==> src/rtl/e603_gnrl_cdc_tx_ctrl_pkg.sv <==
// Shared definitions for the 4-phase req/ack CDC controllers (tx and rx sides).
package e603_gnrl_cdc_tx_ctrl_pkg;

  typedef enum logic [1:0] {
    CDC_IDLE = 2'd0,
    CDC_REQ  = 2'd1,
    CDC_REL  = 2'd2
  } cdc_state_e;

  localparam int CDC_SYNC_DP = 2;
  localparam int CDC_DW_DEF  = 32;

  // Acknowledge while no transfer is outstanding breaks the handshake.
  function automatic logic cdc_ack_violation(input cdc_state_e st, input logic ack);
    return (st == CDC_IDLE) & ack;
  endfunction

endpackage

==> src/rtl/e603_gnrl_cdc_tx_ctrl_lib.sv <==
// Generic flop primitives: reset synchronizer chain, reset flop, load-enable reset flop.
module e603_gnrl_tech_sync #(
  parameter int            DW      = 1,
  parameter int            DP      = 2,
  parameter logic [DW-1:0] RST_VAL = {DW{1'b0}}
) (
  input  logic          clk,
  input  logic          rst_n,
  input  logic [DW-1:0] din_a,
  output logic [DW-1:0] dout
);

  logic [DP-1:0][DW-1:0] sync_r;

  // Shift the asynchronous input through DP flop stages.
  always_ff @(posedge clk or negedge rst_n) begin
    if (!rst_n) begin
      sync_r <= {DP{RST_VAL}};
    end else begin
      sync_r <= {sync_r[DP-2:0], din_a};
    end
  end

  assign dout = sync_r[DP-1];

endmodule

module e603_gnrl_dffr #(
  parameter int            DW      = 1,
  parameter logic [DW-1:0] RST_VAL = {DW{1'b0}}
) (
  input  logic          clk,
  input  logic          rst_n,
  input  logic [DW-1:0] dnxt,
  output logic [DW-1:0] qout
);

  logic [DW-1:0] qout_r;

  // Plain register with asynchronous reset.
  always_ff @(posedge clk or negedge rst_n) begin
    if (!rst_n) begin
      qout_r <= RST_VAL;
    end else begin
      qout_r <= dnxt;
    end
  end

  assign qout = qout_r;

endmodule

module e603_gnrl_dfflr #(
  parameter int            DW      = 1,
  parameter logic [DW-1:0] RST_VAL = {DW{1'b0}}
) (
  input  logic          clk,
  input  logic          rst_n,
  input  logic          lden,
  input  logic [DW-1:0] dnxt,
  output logic [DW-1:0] qout
);

  logic [DW-1:0] qout_r;

  // Register that only updates when lden is high.
  always_ff @(posedge clk or negedge rst_n) begin
    if (!rst_n) begin
      qout_r <= RST_VAL;
    end else if (lden) begin
      qout_r <= dnxt;
    end else begin
      qout_r <= qout_r;
    end
  end

  assign qout = qout_r;

endmodule

==> src/rtl/e603_gnrl_cdc_tx_ctrl.sv <==
// Transmit side of a 4-phase req/ack crossing: accepts a local word, holds it on
// o_dat and walks o_req through rise / ack / fall / ack-release.
module e603_gnrl_cdc_tx_ctrl
  import e603_gnrl_cdc_tx_ctrl_pkg::*;
#(
  parameter int            DW      = CDC_DW_DEF,
  parameter int            DP      = CDC_SYNC_DP,
  parameter logic [DW-1:0] DAT_RST = {DW{1'b0}}
) (
  input  logic          clk,
  input  logic          rst_n,
  input  logic          i_vld,
  output logic          i_rdy,
  input  logic [DW-1:0] i_dat,
  output logic          o_req,
  output logic [DW-1:0] o_dat,
  input  logic          ack_a,
  output logic          o_busy,
  output logic          o_done,
  output logic          o_err
);

  logic       ack_s;
  logic [1:0] state_q;
  cdc_state_e state_r;
  cdc_state_e state_nxt_s;
  logic       req_r;
  logic       done_r;
  logic       err_r;
  logic       req_nxt_s;
  logic       done_nxt_s;
  logic       err_nxt_s;
  logic       pay_ld_s;
  logic       rdy_s;

  e603_gnrl_tech_sync #(
    .DW     (1),
    .DP     (DP),
    .RST_VAL(1'b0)
  ) u_ack_sync (
    .clk  (clk),
    .rst_n(rst_n),
    .din_a(ack_a),
    .dout (ack_s)
  );

  assign state_r = cdc_state_e'(state_q);
  assign rdy_s   = (state_r == CDC_IDLE) & ~ack_s & ~err_r;

  // Next-state and next-output decode for the handshake FSM.
  always_comb begin
    state_nxt_s = state_r;
    req_nxt_s   = req_r;
    done_nxt_s  = 1'b0;
    err_nxt_s   = err_r | cdc_ack_violation(state_r, ack_s);
    pay_ld_s    = 1'b0;
    case (state_r)
      CDC_IDLE: begin
        if (i_vld & rdy_s) begin
          state_nxt_s = CDC_REQ;
          req_nxt_s   = 1'b1;
          pay_ld_s    = 1'b1;
        end else begin
          req_nxt_s   = 1'b0;
        end
      end
      CDC_REQ: begin
        if (ack_s) begin
          state_nxt_s = CDC_REL;
          req_nxt_s   = 1'b0;
        end else begin
          req_nxt_s   = 1'b1;
        end
      end
      CDC_REL: begin
        if (!ack_s) begin
          state_nxt_s = CDC_IDLE;
          done_nxt_s  = 1'b1;
        end else begin
          state_nxt_s = CDC_REL;
        end
      end
      default: begin
        state_nxt_s = CDC_IDLE;
        req_nxt_s   = 1'b0;
      end
    endcase
  end

  e603_gnrl_dffr #(
    .DW     (2),
    .RST_VAL(2'b00)
  ) u_state_dff (
    .clk  (clk),
    .rst_n(rst_n),
    .dnxt (state_nxt_s),
    .qout (state_q)
  );

  // o_req comes straight from a flop so the remote side never sees a glitch.
  e603_gnrl_dffr #(
    .DW     (3),
    .RST_VAL(3'b000)
  ) u_flag_dff (
    .clk  (clk),
    .rst_n(rst_n),
    .dnxt ({req_nxt_s, done_nxt_s, err_nxt_s}),
    .qout ({req_r, done_r, err_r})
  );

  e603_gnrl_dfflr #(
    .DW     (DW),
    .RST_VAL(DAT_RST)
  ) u_pay_dff (
    .clk  (clk),
    .rst_n(rst_n),
    .lden (pay_ld_s),
    .dnxt (i_dat),
    .qout (o_dat)
  );

  assign i_rdy  = rdy_s;
  assign o_req  = req_r;
  assign o_done = done_r;
  assign o_err  = err_r;
  assign o_busy = (state_r != CDC_IDLE);

endmodule

==> config.mk <==
export PLATFORM = sky130hd
export DESIGN_NAME = e603_gnrl_cdc_tx_ctrl
export DESIGN_NICKNAME = d
export VERILOG_FILES = /design/src/rtl/e603_gnrl_cdc_tx_ctrl_pkg.sv /design/src/rtl/e603_gnrl_cdc_tx_ctrl_lib.sv /design/src/rtl/e603_gnrl_cdc_tx_ctrl.sv
export SDC_FILE = /design/constraint.sdc
export NUM_CORES = 1
export LEC_CHECK = 0
export ABC_AREA = 1
export BUFFER_PORTS_ARGS = -buffer_cell sky130_fd_sc_hd__buf_2
export CELL_PAD_IN_SITES_DETAIL_PLACEMENT = 0
export CELL_PAD_IN_SITES_GLOBAL_PLACEMENT = 1
export CORE_MARGIN = 2
export CORE_UTILIZATION = 33
export CTS_CLUSTER_SIZE = 16
export DETAILED_ROUTE_END_ITERATION = 7
export PLACE_DENSITY = 0.78
export SLEW_MARGIN = 20
export SYNTH_ARGS = -nofsm -noshare
export SYNTH_HDL_FRONTEND = slang
export SYNTH_SLANG_ARGS = --single-unit
export TNS_END_PERCENT = 5
==> constraint.sdc <==
create_clock -name clk -period 1.2 [get_ports clk]
set_input_delay 0.06 -clock clk [delete_from_list [all_inputs] [get_ports clk]]
set_output_delay 0.06 -clock clk [all_outputs]
set_load 0.03 [all_outputs]
==> After elaboration in Yosys (flattened, before gate mapping) <==
Index checks and enable logic that the tools add are counted.
W data, S select, Z words.
{ "op_classes": {"n_eq_ne": 4, "mux": 9, "bitwise": 7, "n_reduce_logical": 3} }
{ "ops": {"columns": ["op", "count"], "rows": [
  ["$mux W2", 3],
  ["$pmux W2 S3", 1],
  ["$and A1 B1 Y1", 4],
  ["$mux W1", 4],
  ["$ne A2 B1 Y1 const B", 2],
  ["$pmux W1 S3", 1],
  ["$eq A2 B1 Y1 const B", 1],
  ["$eq A2 B2 Y1 const B", 1],
  ["$logic_not A2 Y1", 1],
  ["$not A1 Y1", 2],
  ["$reduce_and A2 Y1", 1],
  ["$reduce_bool A2 Y1", 1],
  ["$or A1 B1 Y1", 1]
]} }
{ "totals": {"regBits": 39, "input_bits": 36, "out_inout_bits": 37, "elab_cells": 29} }

==> Longest topological paths before layout <==
Gate-level depths: netlist (run 1).
{ "logic_depth": {"ltp_word": 6, "depth_mapped": 5, "mapped_depth_nobuf": 4} }

==> Cells and area by module <==
From an unflattened synthesis (run 1), not the netlist that was laid out.
{ "unflattened": {"hier_cells": 161, "area_unflattened_um2": 1564.0} }
{ "modules_own_cells": {"columns": ["module", "instances", "cells_per_inst", "area_each_um2", "seq_area_each_um2"], "rows": [
  ["e603_gnrl_dfflr", 1, 136, 1292.5, 800.8],
  ["e603_gnrl_cdc_tx_ctrl", 1, 18, 96.3, 0.0],
  ["e603_gnrl_dffr (u_flag_dff)", 1, 3, 75.1, 75.1],
  ["e603_gnrl_dffr (u_state_dff)", 1, 2, 50.0, 50.0],
  ["e603_gnrl_tech_sync", 1, 2, 50.0, 50.0]
]} }

==> Least setup slack after synthesis (run 1) <==
Ideal clock, no wire load.
{ "synth_path": {"kind": "register to output", "startpoint": "register u_state_dff.qout_r[1], in the netlist u_state_dff.qout[1]", "endpoint": "output port i_rdy", "t_arrival_ns": 1.479, "required_ns": 1.140, "slack_ns": -0.339, "stages_incl_launch_ff": 4, "n_path_buf": 0, "path_cell_list": "dfrtp_1 nor2_4 inv_1 nor3_1"} }
{ "synth_between": {"elab_chain_len": 3} }
{ "synth_rtl": {"columns": ["item", "line_no", "source"], "rows": [
  ["start: declaration", "e603_gnrl_cdc_tx_ctrl_lib.sv:38", "logic [DW-1:0] qout_r;"],
  ["start signal: assignment", "e603_gnrl_cdc_tx_ctrl_lib.sv:45", "qout_r <= dnxt;"],
  ["$logic_not A2 Y1", "e603_gnrl_cdc_tx_ctrl.sv:48", "assign rdy_s = (state_r == CDC_IDLE) & ~ack_s & ~err_r;"],
  ["$and A1 B1 Y1 (2 in a row)", "e603_gnrl_cdc_tx_ctrl.sv:48", null],
  ["end: declaration", "e603_gnrl_cdc_tx_ctrl.sv:13", "output logic i_rdy,"]
]} }
No other way between the ends.

==> Final worst setup path (run 1) <==
Ends and elaborated chain as after synthesis.

==> summary.md, run 1 <==
| Metric | Value |
|---|---|
| Fraction of power consumed by the clock network | `28.4%` |
| Non-filler instance count after layout | `304` |
| Cell row count | `25` |
| Avg Vias per Cell | `4.658` |
| Synth Warn # | `0` |
| DRC marker count from the first detailed-route iteration | `76` |
| IR Drop Worst-Case VDD | `0.001210 V` |
| Cell-by-cell trace of the critical path | `nor2_4 -> inv_2 -> nor3_4 -> buf_6` |
| Setup repair after global routing missed its margin | `yes` |
| Category of cells accounting for the largest share of critical-path delay | `flip-flops` |
| Power density normalized to cell area | `1749 mW/mm²` |
| Wire length of the first global-routing pass | `6244 µm` |
| Number of distinct library cells after synthesis | `13` |
| CTS tree | `done` |
| Largest net degree at the start of global routing | `40` |
| Transition at the pin with the smallest max-transition slack | `243.6 ps` |
| Sw frac | `34.83%` |
| Result of the run | `complete, but fails checks` |
| Sequential element share of the synthesized area | `61.03%` |
| Worst-skew pair later-pin latency | `290 ps` |
| Final weighted congestion of routability-driven global placement | `0.7305` |
| Most common cell in the netlist | `nand2_1` |
| Leading area contributor after synthesis | `dfrtp_1` |
| Detailed placement HPWL | `2630 µm` |
| Global routing usage summed across all routing layers | `15.40%` |
| Root cell of the clock tree | `clkbuf_8` |
| Design Power | `3.946 mW` |
| DRC violation count after routing | `0` |
| Max cap viols | `0` |
| Maximum root-to-sink buffer count | `2` |
| Synth Area per Inst | `9.633 µm²` |
| H-tree depth reported by CTS | `2` |
| Synthesized area | `0.001599 mm²` |
| Share of cells above drive strength 1 | `40.00%` |
| Leakage power | `1.292 nW` |
| Overall via count from detail_route | `1416` |
| Vert. Die Dim | `73.61 µm` |
| Antenna Violating Nets Remaining | `0` |
| Proportion of netlist area held by the largest area contributor | `61.03%` |
| Violated checks | `negative setup slack` |
| CP startpoint kind | `flip-flop` |
| Total number of nets in the final design | `285` |
| Total Negative Setup Slacks | `-4.317 ps` |
| Final Worst Setup Slack | `-4.317 ps` |
| Power share of the combinational group | `28.5%` |
| Final core utilization | `48.08%` |
| TritonRoute pass-1 iters | `4` |
| Req. time, crit path | `1140 ps` |
| GRT overflow | `0` |
| Cell types with the highest counts after synthesis | `nand2_1, dfrtp_1, nand4_1, buf_2, inv_1` |
| Biggest area contributors in the synthesized netlist | `dfrtp_1, nand2_1, nand4_1` |
| Via count of the first global-routing pass | `1260` |
| Number of synthesized register bits | `39` |
| Signed area change from the synthesized netlist to the final layout | `41.08%` |
| Relative slew margins | `83.76%` |
| Initial antenna violation count | `0` |
| Clock slew at reported path FFs | `80 ps` |
| Final hold viol count | `0` |
| Maximum fanout count along the critical path | `3` |
| Count of flip-flops with a built-in enable after synthesis | `0` |
| Placed Cells | `289` |
| Die width | `73.61 µm` |
| Number of setup violations in the final report | `1` |
| Max stage delay cell, worst path | `dfrtp_1` |
| Min-Delay Path Class | `in2reg` |
| Die ar. | `0.005418 mm²` |
| Number of clock sinks | `39` |
| Number of antenna cells inserted | `0` |
| Ratio of final minimum period to clock period | `100.4%` |
| Total length of routed wires | `3935 µm` |
| Port bufs | `72` |
| Number of cells produced by synthesis | `166` |
| Wire length per cell | `12.94 µm` |
| Critical path start-end classification | `reg2out` |
| Final Max Tran Viols | `0` |
| Number of primary I/O pins | `73` |
| Part of the power in registers | `43.1%` |
| NetSw | `1.374 mW` |
| Share of flip-flops with an asynchronous set or reset after synthesis | `100.0%` |
| Internal power | `2.572 mW` |
| Num CTS Buffers | `5` |
| Critical Path AT | `1140 ps` |
| Buffering stage count on the worst path with inverters included | `2` |
| Maximum single-stage delay on the critical path | `420 ps` |
| Type of element capturing the critical path | `primary output` |
| Most used flip-flop cell after synthesis | `dfrtp_1` |
| Core area | `0.004692 mm²` |
| Setup clock skew after layout | `8.485 ps` |
| Maximum achievable frequency | `830.3 MHz` |
| Shortest clock period the worst path allows after layout | `1204 ps` |
| Starting density of the core | `34.08%` |
| Syn nets | `202` |
power groups by stage:
| stage | Sequential (mW) | Combinational (mW) | Clock, mW |
|---|---|---|---|
| finish | 1.70 | 1.12 | 1.12 |
| global route | 1.74 | 1.22 | 1.20 |
| detailed placement | 1.73 | 1.13 | 0 |
| CTS | 1.71 | 1.14 | 1.15 |
| floorplan | 2.25 | 0.195 | 0 |
| global placement | 1.73 | 1.12 | 0 |
registers in the layout, summed over array words and instances, names as in the netlist:
name               count
u_ack_sync.dout        1
u_flag_dff.qout        3
u_pay_dff.qout        32
u_ack_sync.sync_r      1
u_state_dff.qout       2
metrics by stage:
| step | hold WS [ps] | area, µm² | worst slack [ps] |
|---|---|---|---|
| after global routing | 9.048 | 2256 | -66.25 |
| final | 17.78 | 2256 | -4.317 |
| after CTS | 9.284 | 2245 | -29.04 |
| after global placement | 44.70 | 2071 | 118.7 |
| after detailed placement | 44.70 | 2071 | 97.61 |
| after floorplan | -235.6 | 1610 | -37.67 |
layout make-up:
class / count / area, µm²
inverters: 4 / 15.01
clock buffers: 6 / 82.58
well taps: 54 / 67.56
fillers: 480 / 2436
multi-input cells: 110 / 539.3
repair buffers: 89 / 540.5
clock inverters: 2 / 35.03
flip-flops and latches: 39 / 975.9
placed cells by master (no fill, tap or decap), types with 2 or more instances in the layout:
master | netlist | layout
buf_12 | 0 | 3
buf_2 | 7 | 71
buf_4 | 0 | 11
buf_6 | 3 | 2
clkbuf_8 | 0 | 6
dfrtp_1 | 39 | 39
dlygate4sd3_1 | 0 | 2
inv_1 | 4 | 3
nand2_1 | 67 | 67
nand3_1 | 3 | 3
nand4_1 | 32 | 32
nor2_1 | 3 | 3
nor2_4 | 2 | 2
worst paths after layout:
check	depth (start not counted)	end	slack (ps)	from
setup / recovery	4	i_rdy	-4	u_state_dff.qout[1]$_DFFE_PN0P_
hold / removal	3	u_pay_dff.qout[12]$_DFFE_PN0P_	20	i_dat[12]
setup reg to reg	6	u_pay_dff.qout[1]$_DFFE_PN0P_	10	u_ack_sync.dout$_DFF_PN0_
hold reg to reg	0	u_ack_sync.dout$_DFF_PN0_	350	u_ack_sync.sync_r[0]$_DFF_PN0_
max in group asynchronous	3	u_pay_dff.qout[0]$_DFFE_PN0P_	740	rst_n
min in group asynchronous	3	u_flag_dff.qout[2]$_DFFE_PN0P_	270	rst_n
cell families (layout without fill, tap and decap cells):
| logic type | after synthesis | after routing | synth area share [%] |
|---|---|---|---|
| AO/OA/AOI/OAI | 1 | 1 | 0.3127 |
| flip-flops | 39 | 39 | 61.03 |
| buffers and inverters | 17 | 101 | 5.946 |
| AND/OR/NAND/NOR | 109 | 109 | 32.71 |
timing repair:
| item | in CTS | in global routing |
|---|---|---|
| endpoints found under the setup margin | 2 | 33 |
| gates resized for setup | 3 | 1 |
| pin swaps | 1 | 1 |
| endpoints found under the hold margin | 40 | 0 |
| hold buffers | 2 | 0 |
| setup buffers | 4 | 1 |
tightest hold or removal path, stage by stage:
cell	delay [ps]
buf_2	100
nand4_1	70
nand2_1	50
per-layer routing:
layer	track usage (%)	vias up	routed length, µm
li1	-	723	-
met2	22.12	48	1813
met4	4.848	0	24
met3	5.213	2	265
met5	0	-	0
met1	21.92	643	1832
No activity file was read; power rests on OpenSTA's default activity.
==> inputs of run 2 (changes only) <==
--- a/config.mk
+++ b/config.mk
@@ -13,7 +13,9 @@
 export CORE_UTILIZATION = 33
 export CTS_CLUSTER_SIZE = 16
 export DETAILED_ROUTE_END_ITERATION = 7
+export GPL_TIMING_DRIVEN = 0
 export PLACE_DENSITY = 0.78
+export RECOVER_POWER = 50
 export SLEW_MARGIN = 20
 export SYNTH_ARGS = -nofsm -noshare
 export SYNTH_HDL_FRONTEND = slang
==> summary.md, run 2 (synthesis gave the netlist of run 1 again) <==
| Metric | Value |
|---|---|
| Most common library cell in the layout ignoring fill and taps | `buf_2` |
| Number of antenna cells inserted | `0` |
| Critical register-to-register path endpoint | `u_pay_dff.qout[14]$_DFFE_PN0P_` |
| Detailed placement HPWL | `2733 µm` |
| Wire length per cell | `12.67 µm` |
| Transition at the pin with the smallest max-transition slack | `847.7 ps` |
| Die ar. | `0.005418 mm²` |
| Final hold viol count | `0` |
| Starting density of the core | `34.08%` |
| Capturing element of the worst setup path | `i_rdy` |
| Crit path from | `u_state_dff.qout[0]$_DFFE_PN0P_` |
| Flip-flop count of the largest register, all copies and words added | `32` |
| Power density normalized to cell area | `1737 mW/mm²` |
| Startpoint of the most critical register-to-register path | `u_ack_sync.dout$_DFF_PN0_` |
| Shortest clock period the worst path allows after layout | `1208 ps` |
| Final core utilization | `48.19%` |
| Leakage power | `1.301 nW` |
| Clock slew at reported path FFs | `70 ps` |
| Worst r2r path cells | `4` |
| Power share of the combinational group | `28.2%` |
| Via count of the first global-routing pass | `1299` |
| Worst-case register-to-register setup slack | `10 ps` |
| Number of primary I/O pins | `73` |
| Result of the run | `complete, but fails checks` |
| Type of element capturing the critical path | `primary output` |
| Num CTS Buffers | `5` |
| Largest net degree at the start of global routing | `40` |
| Initial antenna violation count | `0` |
| DRC violation count after routing | `0` |
| Cell-by-cell trace of the critical path | `nor2_4 -> inv_2 -> nor3_4 -> buf_6` |
| Final Worst Setup Slack | `-7.742 ps` |
| Maximum single-stage delay on the critical path | `410 ps` |
| Avg Vias per Cell | `4.777` |
| Category of cells accounting for the largest share of critical-path delay | `flip-flops` |
| Critical Path AT | `1150 ps` |
| Part of the power in registers | `43.4%` |
| GRT overflow | `0` |
| TritonRoute pass-1 iters | `4` |
| Sw frac | `34.80%` |
| Vert. Die Dim | `73.61 µm` |
| Req. time, crit path | `1140 ps` |
| Maximum fanout count along the critical path | `2` |
| Setup clock skew after layout | `4.615 ps` |
| Min-Delay Path Class | `in2reg` |
| Overall via count from detail_route | `1481` |
| Critical path start-end classification | `reg2out` |
| Design Power | `3.928 mW` |
| Fraction of power consumed by the clock network | `28.4%` |
| Worst-skew pair later-pin latency | `290 ps` |
| NetSw | `1.367 mW` |
| Worst Hold Slack | `22.60 ps` |
| Core area | `0.004692 mm²` |
| Final weighted congestion of routability-driven global placement | `0.7464` |
| Internal power | `2.561 mW` |
| Die width | `73.61 µm` |
| Share of cells above drive strength 1 | `41.02%` |
| Signed area change from the synthesized netlist to the final layout | `41.39%` |
| Max cap viols | `0` |
| Final Max Tran Viols | `0` |
| Setup repair after global routing missed its margin | `yes` |
| CP startpoint kind | `flip-flop` |
| IR Drop Worst-Case VDD | `0.0006404 V` |
| Antenna Violating Nets Remaining | `0` |
| Total number of nets in the final design | `291` |
| Maximum achievable frequency | `828.0 MHz` |
| Total length of routed wires | `3929 µm` |
| CTS tree | `done` |
| Critical path depth in cells | `4` |
| Relative slew margins | `43.49%` |
| H-tree depth reported by CTS | `2` |
| Maximum root-to-sink buffer count | `2` |
| Port bufs | `71` |
| Number of clock sinks | `39` |
| Max stage delay cell, worst path | `dfrtp_1` |
| DRC marker count from the first detailed-route iteration | `79` |
| Cell row count | `25` |
| Number of setup violations in the final report | `1` |
| Violated checks | `negative setup slack` |
| Buffering stage count on the worst path with inverters included | `2` |
| Ratio of final minimum period to clock period | `100.6%` |
| Highest-count cells in the layout ignoring fill and taps | `buf_2, nand2_1, dfrtp_1, nand4_1, buf_4` |
| Wire length of the first global-routing pass | `6189 µm` |
| Root cell of the clock tree | `clkbuf_8` |
| Global routing usage summed across all routing layers | `15.04%` |
-- run 2: what timing repair did --
| action | 4_1_cts | 5_1_grt |
|---|---|---|
| endpoints found under the setup margin | 31 | 34 |
| gates resized for setup | 5 | 6 |
| hold endpoints to repair | 40 | 0 |
| setup buffers | 6 | 3 |
| pin swaps | 3 | 2 |
| hold buffers | 2 | 0 |
-- run 2: area by class of cell --
cell class              instances  area, µm²
well taps                      54      67.56
clock buffers                   6      82.58
plain buffers                  13      90.09
fillers                       442       2431
inverters                       4      15.01
flip-flops and latches         39      978.4
clock inverters                 2      35.03
repair buffers                 82      452.9
multi-input cells             110      539.3
-- run 2: worst min-delay path: cells and delay by family --
family | cells | cell delay [ps]
buffers and inverters | 1 | 100
and+or+nand+nor | 2 | 120
-- run 2: per-layer routing --
layer | GRT usage, % | part of all wire [%] | vias up
li1 | - | - | 732
met1 | 20.26 | 45 | 689
met2 | 22.92 | 47 | 54
met3 | 4.938 | 6.7 | 6
met4 | 4.848 | 1.3 | 0
met5 | 0 | 0 | -
-- run 2: worst min path at each step --
stage,from,end,slack (ps),cells past startpoint
final,i_dat[22],u_pay_dff.qout[22]$_DFFE_PN0P_,20,3
after detailed placement,ack_a,u_ack_sync.sync_r[0]$_DFF_PN0_,180,1
after global routing,i_dat[13],u_pay_dff.qout[13]$_DFFE_PN0P_,9,3
after CTS,i_dat[9],u_pay_dff.qout[9]$_DFFE_PN0P_,9,3
after global placement,ack_a,u_ack_sync.sync_r[0]$_DFF_PN0_,170,1
after floorplan,rst_n,u_ack_sync.dout$_DFF_PN0_,-240,0
-- run 2: power by group through the flow --
stage | Clock (mW) | Sequential (mW) | Combinational, mW
after floorplan | 0 | 2.25 | 0.195
after global placement | 0 | 1.73 | 1.10
after detailed placement | 0 | 1.73 | 1.12
after CTS | 1.15 | 1.71 | 1.12
after global routing | 1.21 | 1.74 | 1.20
final | 1.11 | 1.71 | 1.11
-- run 2: metrics by stage --
stage	instance area [µm²]	setup WS, ps	cells	setup TNS (ps)
2_1_floorplan	1610	-37.67	166	-1055
3_3_place_gp	2033	-39.17	291	-832.3
3_5_place_dp	2033	-46.59	291	-1077
4_1_cts	2226	-9.990	307	-29.99
5_1_grt	2261	-89.85	310	-1966
6_report	2261	-7.742	310	-7.742
